File: config.mk
export PLATFORM = sky130hd
export DESIGN_NAME = poly_nco_flat
export DESIGN_NICKNAME = d
export VERILOG_FILES = /design/src/rtl/poly_nco_pkg.sv /design/src/rtl/poly_nco_if.sv /design/src/rtl/poly_voice_alloc.sv /design/src/rtl/poly_nco.sv /design/src/flat_wrapper.sv
export SDC_FILE = /design/constraint.sdc
export NUM_CORES = 1
export LEC_CHECK = 0
export BUFFER_PORTS_ARGS = -buffer_cell sky130_fd_sc_hd__buf_4
export CAP_MARGIN = 15
export CELL_PAD_IN_SITES_DETAIL_PLACEMENT = 0
export CELL_PAD_IN_SITES_GLOBAL_PLACEMENT = 1
export CORE_MARGIN = 4
export CORE_UTILIZATION = 30
export CTS_BUF_LIST = sky130_fd_sc_hd__clkbuf_16
export CTS_CLUSTER_DIAMETER = 40
export DETAILED_ROUTE_END_ITERATION = 8
export PLACE_DENSITY = 0.5
export SYNTH_ARGS = -nofsm -noshare
export SYNTH_HDL_FRONTEND = slang
export SYNTH_HIERARCHICAL = 1
export SYNTH_SLANG_ARGS = --single-unit
File: constraint.sdc
create_clock -name master_clk -period 9 [get_ports master_clk]
set_input_delay 0 -clock master_clk [delete_from_list [all_inputs] [get_ports master_clk]]
set_output_delay 0 -clock master_clk [all_outputs]
set_load 0.005 [all_outputs]
File: src/rtl/poly_nco_pkg.sv
// poly_nco_pkg: shared types, tuning table and the saturation helper for the
// polyphonic NCO. Optional feature macro used by the slice:
// POLY_NCO_VOICE_STEAL_EN.
package poly_nco_pkg;

  localparam int KEY_W = 4;   // key index width, covers up to 16 keys
  localparam int AGE_W = 8;   // saturating per-voice age counter

  // 32-bit phase increments at 48 kHz, C4..D#5: round(f / 48000 * 2^32)
  localparam logic [31:0] KEY_INC [16] = '{
    32'd23409859, 32'd24801882, 32'd26276679, 32'd27839171,
    32'd29494574, 32'd31248413, 32'd33106541, 32'd35075158,
    32'd37160835, 32'd39370534, 32'd41711627, 32'd44191930,
    32'd46819719, 32'd49603764, 32'd52553357, 32'd55678343
  };

  typedef enum logic [1:0] {
    WAVE_SAW    = 2'd0,
    WAVE_SQUARE = 2'd1,
    WAVE_TRI    = 2'd2,
    WAVE_MUTE   = 2'd3
  } wave_e;

  typedef enum logic [1:0] {
    ST_IDLE  = 2'd0,
    ST_SWEEP = 2'd1,
    ST_OUT   = 2'd2
  } state_e;

  // Clamp a signed value into the range of a w-bit signed sample.
  function automatic logic signed [63:0] sat(input logic signed [63:0] x,
                                             input int w);
    logic signed [63:0] hi, lo;
    hi = (64'sd1 <<< (w - 1)) - 64'sd1;
    lo = -(64'sd1 <<< (w - 1));
    if (x > hi)      return hi;
    else if (x < lo) return lo;
    else             return x;
  endfunction

endpackage

File: src/rtl/poly_nco_if.sv
// poly_nco_if: key/sample-strobe inputs and mixed-sample outputs of poly_nco.
// master = upstream driver (debouncers / sample clock), slave = poly_nco.
interface poly_nco_if #(
  parameter int NUM_VOICES = 4,
  parameter int NUM_KEYS   = 12,
  parameter int SAMPLE_W   = 16
);
  logic                          sample_clk_en;
  logic [NUM_KEYS-1:0]           keys;
  logic [1:0]                    wave_sel;
  logic signed [SAMPLE_W-1:0]    sample_out;
  logic                          sample_valid;
  logic [$clog2(NUM_VOICES):0]   active_voices;
  logic                          overrun;

  modport master (
    output sample_clk_en, keys, wave_sel,
    input  sample_out, sample_valid, active_voices, overrun
  );

  modport slave (
    input  sample_clk_en, keys, wave_sel,
    output sample_out, sample_valid, active_voices, overrun
  );
endinterface

File: src/rtl/poly_voice_alloc.sv
// poly_voice_alloc: key edge detect, pending press/release masks and the voice
// table. Owns all per-voice state; the sweep writes phase/age through the
// sweep_* port. Macro POLY_NCO_VOICE_STEAL_EN selects stealing the oldest
// voice when a press finds every voice busy; otherwise the press is dropped.
module poly_voice_alloc
  import poly_nco_pkg::*;
#(
  parameter int NUM_VOICES = 4,
  parameter int NUM_KEYS   = 12,
  parameter int PHASE_W    = 32
) (
  input  logic                                   master_clk,
  input  logic                                   rst_n,
  input  logic                                   alloc_en,
  input  logic [NUM_KEYS-1:0]                    keys,
  input  logic                                   sweep_we,
  input  logic [$clog2(NUM_VOICES)-1:0]          sweep_idx,
  input  logic [PHASE_W-1:0]                     sweep_phase,
  output logic [NUM_VOICES-1:0]                  voice_vld,
  output logic [NUM_VOICES-1:0][KEY_W-1:0]       voice_key,
  output logic [NUM_VOICES-1:0][PHASE_W-1:0]     voice_phase,
  output logic [$clog2(NUM_VOICES):0]            active_voices
);
  localparam int VIDX_W = $clog2(NUM_VOICES);
  localparam int AV_W   = VIDX_W + 1;

  logic [NUM_KEYS-1:0]                keys_q, press_pend, rel_pend;
  logic [NUM_KEYS-1:0]                rise, fall, cancel;
  logic [NUM_KEYS-1:0]                serve_rel, serve_press, press_n, rel_n;
  logic [NUM_VOICES-1:0][AGE_W-1:0]   voice_age;
  logic                               rel_hit, press_hit, free_hit;
  logic                               rel_go, press_go;
  logic [KEY_W-1:0]                   rel_k, press_k;
  logic [VIDX_W-1:0]                  free_v, tgt_v;
  logic [AV_W-1:0]                    pop;
`ifdef POLY_NCO_VOICE_STEAL_EN
  logic [VIDX_W-1:0]                  steal_v;
`endif

  // Lowest pending release/press and lowest free voice (descending scans so
  // the lowest index is the last writer).
  always_comb begin
    rel_hit   = 1'b0;
    rel_k     = '0;
    press_hit = 1'b0;
    press_k   = '0;
    for (int k = NUM_KEYS - 1; k >= 0; k--) begin
      if (rel_pend[k])   begin rel_hit   = 1'b1; rel_k   = KEY_W'(k); end
      if (press_pend[k]) begin press_hit = 1'b1; press_k = KEY_W'(k); end
    end
    free_hit = 1'b0;
    free_v   = '0;
    for (int v = NUM_VOICES - 1; v >= 0; v--) begin
      if (!voice_vld[v]) begin free_hit = 1'b1; free_v = VIDX_W'(v); end
    end
  end

`ifdef POLY_NCO_VOICE_STEAL_EN
  // Oldest voice, strict compare keeps the lowest index on ties.
  always_comb begin
    steal_v = '0;
    for (int v = 1; v < NUM_VOICES; v++) begin
      if (voice_age[v] > voice_age[steal_v]) steal_v = VIDX_W'(v);
    end
  end
  assign tgt_v    = free_hit ? free_v : steal_v;
  assign press_go = alloc_en && !rel_hit && press_hit;
`else
  assign tgt_v    = free_v;
  assign press_go = alloc_en && !rel_hit && press_hit && free_hit;
`endif

  // Releases win over presses; a served press clears its pending bit even
  // when it finds no voice.
  assign rel_go      = alloc_en && rel_hit;
  assign serve_rel   = rel_go ? (NUM_KEYS'(1) << rel_k) : '0;
  assign serve_press = (alloc_en && !rel_hit && press_hit) ? (NUM_KEYS'(1) << press_k) : '0;

  // Edge detect and pending-mask update; release of a still-pending press
  // cancels both.
  assign rise    = keys & ~keys_q;
  assign fall    = ~keys & keys_q;
  assign cancel  = fall & press_pend & ~serve_press;
  assign press_n = ((press_pend & ~serve_press) | rise) & ~cancel;
  assign rel_n   = ((rel_pend & ~serve_rel) | fall) & ~cancel;

  // Popcount of allocated voices.
  always_comb begin
    pop = '0;
    for (int v = 0; v < NUM_VOICES; v++) pop = pop + AV_W'(voice_vld[v]);
  end

  // Voice table: sweep updates and allocator events are mutually exclusive.
  always_ff @(posedge master_clk or negedge rst_n) begin
    if (!rst_n) begin
      keys_q        <= '0;
      press_pend    <= '0;
      rel_pend      <= '0;
      voice_vld     <= '0;
      voice_key     <= '0;
      voice_phase   <= '0;
      voice_age     <= '0;
      active_voices <= '0;
    end else begin
      keys_q        <= keys;
      press_pend    <= press_n;
      rel_pend      <= rel_n;
      active_voices <= pop;
      if (sweep_we) begin
        voice_phase[sweep_idx] <= sweep_phase;
        if (voice_age[sweep_idx] != '1)
          voice_age[sweep_idx] <= voice_age[sweep_idx] + 1'b1;
      end else if (rel_go) begin
        for (int v = 0; v < NUM_VOICES; v++) begin
          if (voice_vld[v] && voice_key[v] == rel_k) voice_vld[v] <= 1'b0;
        end
      end else if (press_go) begin
        voice_vld[tgt_v]   <= 1'b1;
        voice_key[tgt_v]   <= press_k;
        voice_phase[tgt_v] <= '0;
        voice_age[tgt_v]   <= '0;
      end
    end
  end

endmodule

File: src/rtl/poly_nco.sv
// poly_nco: time-multiplexed polyphonic NCO. One sample strobe sweeps every
// voice (one per clock), accumulates its waveform and emits one saturated
// mixed sample. Voice allocation lives in poly_voice_alloc; its optional
// stealing is controlled by POLY_NCO_VOICE_STEAL_EN.
module poly_nco
  import poly_nco_pkg::*;
#(
  parameter int NUM_VOICES = 4,
  parameter int NUM_KEYS   = 12,
  parameter int PHASE_W    = 32,
  parameter int SAMPLE_W   = 16,
  parameter int MIX_SHIFT  = 1
) (
  input logic       master_clk,
  input logic       rst_n,
  poly_nco_if.slave bus
);
  localparam int VIDX_W = $clog2(NUM_VOICES);
  localparam int ACC_W  = SAMPLE_W + VIDX_W;
  localparam logic [SAMPLE_W-1:0] WMAX = {1'b0, {(SAMPLE_W-1){1'b1}}};

  state_e                                state;
  logic [VIDX_W-1:0]                     v;
  logic signed [ACC_W-1:0]               acc, acc_sh, wave_ext;
  logic signed [63:0]                    acc_ext;
  logic [NUM_VOICES-1:0]                 voice_vld;
  logic [NUM_VOICES-1:0][KEY_W-1:0]      voice_key;
  logic [NUM_VOICES-1:0][PHASE_W-1:0]    voice_phase;
  logic [31:0]                           inc32;
  logic [PHASE_W-1:0]                    inc, new_phase;
  logic [SAMPLE_W-1:0]                   p;
  logic [SAMPLE_W-2:0]                   tri_u;
  logic signed [SAMPLE_W-1:0]            wave;
  logic                                  alloc_en, sweep_we;

  // Allocator only runs in IDLE without a strobe, so a press that coincides
  // with a strobe lands after the sweep it would otherwise corrupt.
  assign alloc_en    = (state == ST_IDLE) && !bus.sample_clk_en;
  assign sweep_we    = (state == ST_SWEEP) && voice_vld[v];
  assign bus.overrun = bus.sample_clk_en && (state != ST_IDLE);

  poly_voice_alloc #(
    .NUM_VOICES (NUM_VOICES),
    .NUM_KEYS   (NUM_KEYS),
    .PHASE_W    (PHASE_W)
  ) u_alloc (
    .master_clk    (master_clk),
    .rst_n         (rst_n),
    .alloc_en      (alloc_en),
    .keys          (bus.keys),
    .sweep_we      (sweep_we),
    .sweep_idx     (v),
    .sweep_phase   (new_phase),
    .voice_vld     (voice_vld),
    .voice_key     (voice_key),
    .voice_phase   (voice_phase),
    .active_voices (bus.active_voices)
  );

  // Table entries are 32-bit; rescale to the accumulator width.
  assign inc32 = KEY_INC[voice_key[v]];
  generate
    if (PHASE_W == 32) begin : g_inc_eq
      assign inc = inc32;
    end else if (PHASE_W > 32) begin : g_inc_wide
      assign inc = {inc32, {(PHASE_W-32){1'b0}}};
    end else begin : g_inc_narrow
      assign inc = inc32[31 -: PHASE_W];
    end
  endgenerate

  assign new_phase = voice_phase[v] + inc;
  assign p         = new_phase[PHASE_W-1 -: SAMPLE_W];
  // Triangle fold: rising over the lower half, mirrored over the upper half.
  assign tri_u     = p[SAMPLE_W-1] ? ~p[SAMPLE_W-2:0] : p[SAMPLE_W-2:0];

  // Waveform of the voice being swept, from its freshly advanced phase.
  always_comb begin
    wave = '0;
    case (wave_e'(bus.wave_sel))
      WAVE_SAW:    wave = {~p[SAMPLE_W-1], p[SAMPLE_W-2:0]};
      WAVE_SQUARE: wave = p[SAMPLE_W-1] ? -WMAX : WMAX;
      WAVE_TRI:    wave = {tri_u, 1'b0} - WMAX;
      default:     wave = '0;
    endcase
  end

  assign wave_ext = {{VIDX_W{wave[SAMPLE_W-1]}}, wave};
  assign acc_sh   = acc >>> MIX_SHIFT;
  assign acc_ext  = {{(64-ACC_W){acc_sh[ACC_W-1]}}, acc_sh};

  // Sweep FSM with registered sample outputs.
  always_ff @(posedge master_clk or negedge rst_n) begin
    if (!rst_n) begin
      state            <= ST_IDLE;
      v                <= '0;
      acc              <= '0;
      bus.sample_out   <= '0;
      bus.sample_valid <= 1'b0;
    end else begin
      bus.sample_valid <= 1'b0;
      case (state)
        ST_IDLE: begin
          if (bus.sample_clk_en) begin
            state <= ST_SWEEP;
            v     <= '0;
            acc   <= '0;
          end
        end
        ST_SWEEP: begin
          if (voice_vld[v]) acc <= acc + wave_ext;
          if (v == VIDX_W'(NUM_VOICES - 1)) state <= ST_OUT;
          else                              v     <= v + 1'b1;
        end
        ST_OUT: begin
          bus.sample_out   <= SAMPLE_W'(sat(acc_ext, SAMPLE_W));
          bus.sample_valid <= 1'b1;
          state            <= ST_IDLE;
        end
        default: state <= ST_IDLE;
      endcase
    end
  end

endmodule

File: src/flat_wrapper.sv
// flat-port wrapper written by rule: the top's interface ports become plain ports
module poly_nco_flat import poly_nco_pkg::*;
#(
  parameter int NUM_VOICES = 4,
  parameter int NUM_KEYS   = 12,
  parameter int PHASE_W    = 32,
  parameter int SAMPLE_W   = 16,
  parameter int MIX_SHIFT  = 1
)
  (master_clk, rst_n, bus_sample_clk_en, bus_keys, bus_wave_sel, bus_sample_out, bus_sample_valid, bus_active_voices, bus_overrun);
  poly_nco_if #(.NUM_VOICES(NUM_VOICES), .NUM_KEYS(NUM_KEYS), .SAMPLE_W(SAMPLE_W)) bus_i ();
  input logic master_clk;
  input logic rst_n;
  input wire logic [$bits(bus_i.sample_clk_en)-1:0] bus_sample_clk_en;
  input wire logic [$bits(bus_i.keys)-1:0] bus_keys;
  input wire logic [$bits(bus_i.wave_sel)-1:0] bus_wave_sel;
  output wire logic [$bits(bus_i.sample_out)-1:0] bus_sample_out;
  output wire logic [$bits(bus_i.sample_valid)-1:0] bus_sample_valid;
  output wire logic [$bits(bus_i.active_voices)-1:0] bus_active_voices;
  output wire logic [$bits(bus_i.overrun)-1:0] bus_overrun;
  assign bus_i.sample_clk_en = bus_sample_clk_en;
  assign bus_i.keys = bus_keys;
  assign bus_i.wave_sel = bus_wave_sel;
  assign bus_sample_out = bus_i.sample_out;
  assign bus_sample_valid = bus_i.sample_valid;
  assign bus_active_voices = bus_i.active_voices;
  assign bus_overrun = bus_i.overrun;
  poly_nco #(.NUM_VOICES(NUM_VOICES), .NUM_KEYS(NUM_KEYS), .PHASE_W(PHASE_W), .SAMPLE_W(SAMPLE_W), .MIX_SHIFT(MIX_SHIFT)) u_core (.master_clk(master_clk), .rst_n(rst_n), .bus(bus_i));
endmodule
==> impl_metrics.csv <==
group,metric,value,unit
outcome,status,"completed",
sta,setup_ws,0.734,ns
run,cap_viol_max_count,0,
worst_setup_path,slowest_delay,0.57,ns
routing,wl_met1,19800,um
power_and_ir_drop,internal_power,3.98,mW
synth,yosysTopAreaCell,"dfrtp_1",
routing,wl_met2,17400,um
worst_setup_path,cpMaxStageDelayCell,"xnor2_1",
synth,synth_area,13500,sq um
power_and_ir_drop,pwr-share-comb,53.8,%
placement,gp_congestion,0.817,
floorplanning,die_y,220,um
placement,dp_slack,0.739,ns
routing,avgViaCountPerCell,5.41,
worst_setup_path,required,9.41,ns
worst_setup_path,criticalPathCategory,"flop to flop",
layout,layout-drive-gt1-share,18.2,%
floorplanning,fp-row-count,77,
power_and_ir_drop,sw_frac_of_total,43.6,%
clock_tree,clk_latency,0.57,ns
worst_setup_path,cp-start-kind,"flop",
routing,drt_wl_total,40000,um
synth,yosys.area_share.simple,9.48,%
sta,max_freq,0.121,GHz
floorplanning,core,44400,sq um
layout,area_delta_synth_final,19.7,%
routing,drt_iter0_markers,660,
clock_tree,tritoncts,"done",
routing,drc,0,
power_and_ir_drop,total_leakage_power,7.18,nW
routing,ant_nets,0,
worst_setup_path,path_buf_inv,1,
routing,top_layer,"met4",
placement,hpwl,26800,um
worst_setup_path,crit_path_start,"u_core/v[1]",
clock_tree,htree_levels,2,
sta,post-route-period-util,91.8,%
floorplanning,io_pins,38,
synth,yosysUniqueCellTypes,91,
synth,synthFlopType,"dfrtp_1",
sta,clock_skew,0.0233,ns
worst_setup_path,rrSetupSlack,0.73,ns
grt,grt_max_degree,68,
power_and_ir_drop,p_per_area,435,nW/um^2
worst_setup_path,path_common_cell,"nor2_1",
synth,synth_compound_area_share,23.9,%
sta,tns,0,ns
floorplanning,die_area,48500,sq um
layout,num-nets-final,1393,
placement,port_buffers,37,
clock_tree,cts_root_buffer,"clkbuf_16",
synth,synth_xor_area_share,4.09,%
floorplanning,initial_core_util,30.4,%
routing,wl_met3,1870,um
synth,synth_top_family_by_area,"compound AO/OA/AOI/OAI gates",
synth,synth_area_per_cell,10.8,sq um
sta,worst_pin_slew,0.911,ns
worst_setup_path,worstPathMaxFanout,18,
worst_setup_path,r2r-start,"u_core/v[1]",
layout,nFillCells,4385,
clock_tree,cts_sinks,226,
sta,slew_violations,0,
grt,grt_pass1_vias,10800,
synth,yosys_warnings,6,
routing,dr.pass1.iters,5,
synth,yosys_register_bits,226,
power_and_ir_drop,seq_power_share,22.5,%
synth,ys_seq_area_share,41.8,%
synth,synth_edf_count,0,
worst_setup_path,r2r-end,"u_core/acc[17]",
synth,synth_fp_nets,1335,
grt,grt_overflow,0,
power_and_ir_drop,power_switching,3.07,mW
grt,grt_pass1_wl,64500,um
sta,final_hold_viol_count,0,
worst_hold_path,hp-class,"input port to asynchronous set/reset pin",
synth,synth_area_leaders,"dfrtp_1 42%, a22o_1 8.4%, mux4_2 5.8%",
worst_setup_path,reg2reg_depth,30,
layout,n_antenna_cell,0,
routing,vias,10500,
routing,wl_per_cell,20.6,um
clock_tree,clkTransAtPathRegs,0.05,ns
floorplanning,fp.dieW,220,um
synth,synth_mux_area_share,9.46,%
sta,setup_viol,0,
worst_setup_path,end_kind,"flop",
grt,antenna_found_initial,0,
synth,synthArstFlopShare,100,%
synth,synthCells,1256,
grt,track_usage,16.9,%
synth,synthAdderAreaFrac,7.68,%
clock_tree,cts.path.max_buffers,3,
worst_setup_path,cp.arrival,8.68,ns
sta,rsz0062_at_grt,"false",
power_and_ir_drop,ir_drop,0.000195,V
clock_tree,numCtsBuffers,48,
sta,slew_headroom,39.2,%
power_and_ir_drop,power_frac_clock,23.7,%
clock_tree,cts_resized,0,
worst_setup_path,cp_top_family,"compound AO/OA/AOI/OAI gates",
sta,min_period,8.27,ns
synth,synth_top_cell_area_share,41.8,%
## registers in the layout, indices dropped and copies added, names as in the netlist
signal / cells
u_core/acc: 18
u_core/bus.sample_out: 16
u_core/bus.sample_valid: 1
u_core/state: 2
u_core/u_alloc/active_voices: 3
u_core/u_alloc/keys_q: 12
u_core/u_alloc/press_pend: 12
u_core/u_alloc/rel_pend: 12
u_core/u_alloc/voice_key: 16
u_core/u_alloc/voice_phase: 128
u_core/u_alloc/voice_vld: 4
u_core/v: 2
## layout by cell type (no fill, tap or decap), drive strengths merged, types with 10 or more instances in the layout
master         n
dfrtp        226
a22o         130
o21ai         86
nand2         73
nor2          72
buf           61
ha            59
inv           59
a21oi         56
clkbuf        48
xnor2         44
mux2          37
mux4          35
maj3          24
nand3         23
clkinv        20
a21o          17
xor2          17
a221oi        16
nor3          16
dlygate4sd3   14
nand2b        13
a211oi        13
nor2b         12
o21a          11
a31oi         10
o31ai         10
## worst max-delay path by stage
stage | end | slack (ns) | cells past startpoint
after CTS | u_core/acc[17] | 0.70 | 30
after detailed placement | u_core/acc[17] | 0.74 | 30
final | u_core/acc[17] | 0.73 | 30
after floorplan | u_core/acc[17] | 1.71 | 28
after global placement | u_core/acc[17] | 0.93 | 27
after global routing | u_core/acc[17] | 0.01 | 30
## synth_stat cells (all sizes together), types with 6 or more instances
cell type	count
ha	59
a211o	9
a31oi	10
nand3	23
o31ai	10
a22o	130
maj3	24
a211oi	13
nor3	16
a221oi	16
dfrtp	226
inv	47
o221ai	9
mux2	37
clkbuf	50
o21a	11
nand2b	13
and2	8
o21bai	9
xor2	17
mux2i	7
a21oi	56
o311ai	6
nor4	9
mux4	35
o21ai	86
buf	17
a21o	17
nor2b	12
nor2	72
xnor2	44
nand2	73
## through the flow
step | total power, mW | cells | util, % | hold WS (ns) | instance area [sq um]
floorplan | 4.29 | 1256 | - | -0.296 | 13500
global placement | 5.39 | 1840 | 32.6 | -0.0519 | 14500
detailed placement | 5.37 | 1840 | 32.6 | -0.0570 | 14500
CTS | 7.12 | 1941 | 36.4 | 0.0141 | 16200
global route | 7.62 | 1942 | 36.4 | 0.0359 | 16200
finish | 7.05 | 1942 | 36.4 | 0.0394 | 16200
## layout make-up
| cell class | count | area [sq um] | area share, % |
|---|---|---|---|
| multi-input cells | 914 | 7450 | 46.0 |
| repair buffers | 75 | 623 | 3.85 |
| clock inverters | 38 | 327 | 2.02 |
| inverters | 49 | 184 | 1.14 |
| well taps | 592 | 741 | 4.58 |
| flip-flops and latches | 226 | 5660 | 35.0 |
| clock buffers | 48 | 1200 | 7.42 |
## metal layers
metal / GRT usage (%) / vias up
li1: - / 4917
met1: 24.8 / 5290
met2: 25.1 / 249
met3: 3.49 / 59
met4: 4.94 / 0
met5: 0 / -
## logic make-up (layout without fill, tap and decap cells)
| kind of cell | count (synthesis) | count (layout) |
|---|---|---|
| multiplexers | 79 | 79 |
| XOR/XNOR | 61 | 61 |
| AND/OR/NAND/NOR | 253 | 253 |
| buffers and inverters | 116 | 210 |
| AO/OA/AOI/OAI | 435 | 435 |
| flip-flops | 226 | 226 |
| adder cells (fa/ha/maj) | 86 | 86 |
## power groups by stage
stage / clock [mW] / sequential (mW) / combinational [mW]
final: 1.67 / 1.59 / 3.79
after detailed placement: 0 / 1.59 / 3.78
after global routing: 1.77 / 1.63 / 4.21
after global placement: 0 / 1.60 / 3.79
after floorplan: 0 / 1.51 / 2.78
after CTS: 1.73 / 1.59 / 3.81
## repair_timing
action                                 4_1_cts  5_1_grt
buffers inserted                             0        0
endpoints found under the hold margin      108        0
hold buffers                                15        0
## worst reg2reg max path: cells and delay by family (launching register included)
family | cells | cell delay, ns
fa+ha+maj | 3 | 1.01
mux | 1 | 0.39
flops | 1 | 0.44
compound gates | 17 | 4.16
simple gates | 6 | 1.06
xor+xnor | 2 | 0.72
buf+inv | 1 | 0.32
(Power assumes the default switching activity.)
